[src/rtl/lpc_order_select.sv]
// Per-order |residual| accumulation over one block, then a sequential argmin scan picking the best LPC order.
// Build option: define WARMUP_EXCLUDE_EN to keep the first m residuals of order m out of its error sum.
module lpc_order_select #(
  parameter int NUM_ORDERS = 12,
  parameter int RES_W      = 16,
  parameter int ACC_W      = 28,
  parameter int BLOCK_SIZE = 4096,
  parameter int CNT_W      = 13
) (
  input  logic                        iClock,
  input  logic                        iReset,
  input  logic                        iEnable,
  input  logic                        iStart,
  input  logic [NUM_ORDERS-1:0]       iResValid,
  input  logic [NUM_ORDERS*RES_W-1:0] iResidual,
  output logic [4:0]                  oBestOrder,
  output logic [ACC_W-1:0]            oBestError,
  output logic                        oBusy,
  output logic                        oDone
);

  localparam int IDX_W = (NUM_ORDERS > 1) ? $clog2(NUM_ORDERS) : 1;
  localparam logic [CNT_W-1:0] BLOCK_CNT = CNT_W'(BLOCK_SIZE);
  localparam logic [ACC_W-1:0] ACC_MAX   = '1;

  typedef enum logic [1:0] {S_IDLE, S_ACCUM, S_SCAN, S_DONE} state_t;

  state_t state_q, state_d;

  logic [NUM_ORDERS-1:0][ACC_W-1:0] acc_vec;
  logic [NUM_ORDERS-1:0]            full;

  logic [IDX_W-1:0] scan_idx_q;
  logic [IDX_W-1:0] best_idx_q;
  logic [ACC_W-1:0] best_err_q;
  logic [ACC_W-1:0] scan_acc;
  logic             scan_last;
  logic [4:0]       out_order_q;
  logic [ACC_W-1:0] out_error_q;
  logic             done_q;

  genvar gi;
  generate
    for (gi = 0; gi < NUM_ORDERS; gi++) begin : g_ord
      logic [ACC_W-1:0] acc_q;
      logic [CNT_W-1:0] cnt_q;
      logic [RES_W-1:0] res;
      logic [RES_W-1:0] mag;
      logic [ACC_W:0]   sum;
      logic             accept;
      logic             add_en;

      // Unsigned magnitude: the most negative residual maps cleanly to 2**(RES_W-1).
      assign res    = iResidual[gi*RES_W +: RES_W];
      assign mag    = res[RES_W-1] ? (~res + RES_W'(1)) : res;
      assign sum    = {1'b0, acc_q} + (ACC_W+1)'(mag);
      assign accept = (state_q == S_ACCUM) && iResValid[gi] && (cnt_q < BLOCK_CNT);
`ifdef WARMUP_EXCLUDE_EN
      assign add_en = (cnt_q > CNT_W'(gi));
`else
      assign add_en = 1'b1;
`endif
      assign full[gi]    = (cnt_q == BLOCK_CNT);
      assign acc_vec[gi] = acc_q;

      always_ff @(posedge iClock or posedge iReset) begin
        if (iReset) begin
          acc_q <= '0;
          cnt_q <= '0;
        end else if (iEnable) begin
          if (iStart) begin
            acc_q <= '0;
            cnt_q <= '0;
          end else if (accept) begin
            cnt_q <= cnt_q + CNT_W'(1);
            if (add_en) acc_q <= sum[ACC_W] ? ACC_MAX : sum[ACC_W-1:0];
          end
        end
      end
    end
  endgenerate

  assign scan_acc  = acc_vec[scan_idx_q];
  assign scan_last = (scan_idx_q == IDX_W'(NUM_ORDERS - 1));

  always_ff @(posedge iClock or posedge iReset) begin
    if (iReset) state_q <= S_IDLE;
    else if (iEnable) state_q <= state_d;
  end

  always_comb begin
    state_d = state_q;
    if (iStart) begin
      state_d = S_ACCUM;
    end else begin
      unique case (state_q)
        S_IDLE:  state_d = S_IDLE;
        S_ACCUM: if (&full) state_d = S_SCAN;
        S_SCAN:  if (scan_last) state_d = S_DONE;
        S_DONE:  state_d = S_IDLE;
        default: state_d = S_IDLE;
      endcase
    end
  end

  always_comb begin
    oBusy = (state_q == S_ACCUM) || (state_q == S_SCAN);
  end

  // Strict less-than keeps ties on the lowest order; order 32 encodes as 0 in the 5-bit output.
  always_ff @(posedge iClock or posedge iReset) begin
    if (iReset) begin
      scan_idx_q  <= '0;
      best_idx_q  <= '0;
      best_err_q  <= '0;
      out_order_q <= 5'd1;
      out_error_q <= '0;
      done_q      <= 1'b0;
    end else if (iEnable) begin
      done_q <= 1'b0;
      unique case (state_q)
        S_SCAN: begin
          scan_idx_q <= scan_idx_q + IDX_W'(1);
          if ((scan_idx_q == '0) || (scan_acc < best_err_q)) begin
            best_err_q <= scan_acc;
            best_idx_q <= scan_idx_q;
          end
        end
        S_DONE: begin
          out_order_q <= 5'(best_idx_q) + 5'd1;
          out_error_q <= best_err_q;
          done_q      <= 1'b1;
        end
        default: scan_idx_q <= '0;
      endcase
    end
  end

  assign oBestOrder = out_order_q;
  assign oBestError = out_error_q;
  assign oDone      = done_q;

endmodule

[config.mk]
export PLATFORM = sky130hd
export DESIGN_NAME = lpc_order_select
export DESIGN_NICKNAME = d
export VERILOG_FILES = /design/src/rtl/lpc_order_select.sv
export SDC_FILE = /design/constraint.sdc
export NUM_CORES = 2
export LEC_CHECK = 0
export CAP_MARGIN = 40
export CELL_PAD_IN_SITES_DETAIL_PLACEMENT = 1
export CELL_PAD_IN_SITES_GLOBAL_PLACEMENT = 1
export CORE_UTILIZATION = 35
export CTS_BUF_LIST = sky130_fd_sc_hd__clkbuf_4 sky130_fd_sc_hd__clkbuf_8
export DETAILED_ROUTE_END_ITERATION = 12
export PLACE_DENSITY = 0.63
export SLEW_MARGIN = 10
export SYNTH_ARGS = -nofsm -noshare
export SYNTH_HDL_FRONTEND = slang
export SYNTH_SLANG_ARGS = --single-unit
export TNS_END_PERCENT = 10
[constraint.sdc]
create_clock -name iClock -period 24.2 [get_ports iClock]
set_input_delay 4.84 -clock iClock [delete_from_list [all_inputs] [get_ports iClock]]
set_output_delay 4.84 -clock iClock [all_outputs]
set_load 0.02 [all_outputs]
==> results.md <==
- RSZ-0062 raised after global routing: false
- Largest net degree at the start of global routing: approximately 140
- Row cnt: between 100 and 150
- First-pass GRT wire length: roughly 230 mm
- Sequential share of the synthesized area: between 30% and 40%
- CTS sink cnt: roughly 560
- Crit-path cells: clkdlybuf4s50_1 > nor3_1 > nand2b_1 > nor4_1 > nand2b_1 > or4_1 > o31ai_1 > xnor2_1 > ha_1 > nand2_1 > or4_1 > nand3b_1 > and3_1 > nor2_1 > a31o_2 > nor2_1
- Final Cycle Share: 36.0%
- CP arrival: approximately 9400 ps
- Status: finished clean
- Dpl ws: roughly 15000 ps
- Nets: about 5500
- Routed Antenna Nets: 0
- Cell Pwr Density: about 93 nW/um2
- Final min period: 8710 ps
- Initial Util: a little over a third
- Drt first pass iters: 5
- Share of cells above drive strength 1: a little under a tenth
- Asr flop ratio synth: 100%
- PnR worst setup slack: between 15000 and 20000 ps
- I/O Buffers: between 200 and 250
- Worst hold stages: 2
- Required @ worst endpoint: between 20000 and 25000 ps
- Max rail drop VDD: 0.0433 mV
- Max stage delay on crit path: 570 ps
- Slew Limit Fails: 0
- H-tree Lvls: 3
- DRT Wirelength: 144 mm
- Hold crit path type: flop to flop
- CTS tree: done
- Maximum fanout along the worst path: 14
- Die Area: 121000 um2
- I/O pin cnt: ~240
- DRC Markers: 0
- Post-DR wirelength/cell: approximately 21 um
- Vias per inst: ~5.6
- Vias in the first global route: about 38000
- Clock Pin Slew Worst Setup and Hold Paths: 60 ps
- Slew HR: 36.3%
- Setup violators final: 0
- Synth warnings: 0
- Top FF cell, synth: dfrtp_1
- Via count: approximately 38000
- CTS buffer count: 110
- Multi-input combinational cell area: ~26000 um2
- Cell Area, Synth: around 42000 um2
- Syn_nets: about 5300
- Fillers: roughly 14000
- Inst Count DP: about 6500
- Die width: 348 um
- Pleak: 20.7 nW
- Clk Latency, worst-skew pair: roughly 800 ps
- Cell variety after synth: 96
- CTS root buf: clkbuf_8
- Core area: approximately 120000 um2
- Reg area: 14100 um2
- Synth Register Bits: 564
- Final hold violations: 0
- Nature of the critical path startpoint: input pin
- F_max: 115 MHz
- Global route overflow: 0
- Syn avg cell area: between 8 and 9 um2
- Total track usage: 23.8%
- Post-Layout Cell Count: between 6000 and 7000
- Clock Path Buffers: 3
- Die span in y: about 350 um
- Hold buffers post-CTS: 0
- Postcts setup bufs: 0
- Post-DP HPWL: 110 mm
- R2r worst-path depth: 14
- Cells after Synth: 4808
- Layout Utilization: approximately two fifths
- Setup_tns: 0 ps
- Worst-Margin Slew: ~960 ps
- Number of synthesized flops with an enable pin: 0
- Slowest-stage cell, CP: and3_1
- Critical path type: input pin to flop
- P&R area growth vs syn: 15.9%
- Initial antenna violation count: 8
- Worst setup EP type: flop
- Final RePlAce weighted congestion: approximately 0.89
- First DRT Iteration DRCs: roughly 2000
- Worst Skew: a little over 50 ps
- Post-CTS Resized: 0
- Max Cap Viol: 0
sequential cells by signal, indices dropped and copies added, names as in the netlist:
signal,flops
oDone,1
oBestError,28
best_idx_q,4
best_err_q,28
scan_idx_q,4
state_q,2
g_ord.acc_q,336
oBestOrder,5
g_ord.cnt_q,156
metrics by stage:
stage / area [um2] / hold slack (ps) / power [mW]
5_1_grt: 48600 / 504 / 4.88
3_5_place_dp: 46200 / 471 / 3.50
6_report: 48600 / 472 / 4.54
3_3_place_gp: 45900 / 462 / 3.45
4_1_cts: 48600 / 483 / 4.58
2_1_floorplan: 41900 / 452 / 2.81
where the power goes:
group	internal [mW]	total (mW)	switching, mW
Combinational	0.885	2.09	1.20
Clock	0.588	1.05	0.465
Sequential	1.14	1.40	0.263
synthesized netlist by cell type (21+ instances only):
master,number,area share [%]
a21oi_1,239,2.9
nor2_1,487,4.4
o21a_1,55,0.99
a31oi_1,74,1.1
inv_1,162,1.5
or3_1,48,0.72
dfrtp_1,563,34
nand2_1,535,4.8
mux4_2,84,4.5
nor3_1,118,1.4
xor2_1,121,2.5
ha_1,255,7.6
mux2_2,33,0.89
o41ai_1,25,0.52
o21ai_0,426,5.1
o21bai_1,22,0.39
o22ai_1,34,0.51
nor4_1,60,0.90
and3_1,84,1.3
nand3_1,139,1.7
xnor2_1,269,5.6
nand4_1,68,1.0
a21o_1,84,1.5
and2_1,35,0.52
clkbuf_1,155,1.4
and4_1,21,0.44
o31ai_1,95,1.7
a211oi_1,42,0.75
o211ai_1,34,0.61
nand2b_1,39,0.58
mux2i_1,62,1.5
buf_2,21,0.25
logic make-up after synthesis:
kind of cell	Yosys count	synth area share, %
simple gates	1765	20.3
compound gates	1283	19.4
flops	564	33.7
xor+xnor	390	8.15
buf+inv	360	3.37
fa+ha+maj	267	8.19
mux	179	6.88
final timing paths:
path / from / slack (ps) / end
setup reg to reg: scan_idx_q[1] / 18470 / best_err_q[15]
min in group asynchronous: iReset / 4440 / oBestError[9]
max in group asynchronous: iReset / 17550 / g_ord[10].acc_q[10]
hold / removal: oBestError[8] / 470 / oBestError[8]
setup / recovery: iResidual[83] / 15490 / g_ord[5].acc_q[19]
hold reg to reg: oBestError[8] / 470 / oBestError[8]
worst max-delay path: cells and delay by family:
family          cells  cell delay, ps
buf+inv             1             450
compound gates      2             550
xor+xnor            1             140
fa+ha+maj           1             350
simple gates       11            3040
final cells by class:
cell class                      instances  share of cell area (%)
Multi-Input combinational cell       3884                    54.4
Sequential cell                       564                    29.1
Timing Repair Buffer                  295                    6.23
Clock buffer                          172                    4.46
Tap cell                             1600                    4.12
Inverter                              162                    1.27
Clock inverter                         24                   0.412
Antenna cell                            1                 0.00515
routing by layer:
layer	up-vias	global-route usage (%)	part of all wire, %
met5	-	0	0.017
li1	18000	-	-
met3	211	4.17	4.9
met2	697	37.5	45
met1	18600	32.8	47
met4	4	7.70	3.2
layout by cell type (no fill, tap or decap), drive strengths merged, types with 37 or more instances in the layout:
| master | count |
|---|---|
| a211oi | 46 |
| a21o | 84 |
| a21oi | 240 |
| a31oi | 76 |
| and2 | 37 |
| and3 | 85 |
| buf | 54 |
| clkbuf | 172 |
| clkdlybuf4s50 | 240 |
| dfrtp | 563 |
| ha | 255 |
| inv | 165 |
| mux2i | 62 |
| mux4 | 84 |
| nand2 | 535 |
| nand2b | 39 |
| nand3 | 142 |
| nand4 | 68 |
| nor2 | 488 |
| nor3 | 125 |
| nor4 | 62 |
| o21a | 55 |
| o21ai | 447 |
| o31ai | 99 |
| or3 | 51 |
| xnor2 | 269 |
| xor2 | 121 |
Power figures use the tool's default switching activity.
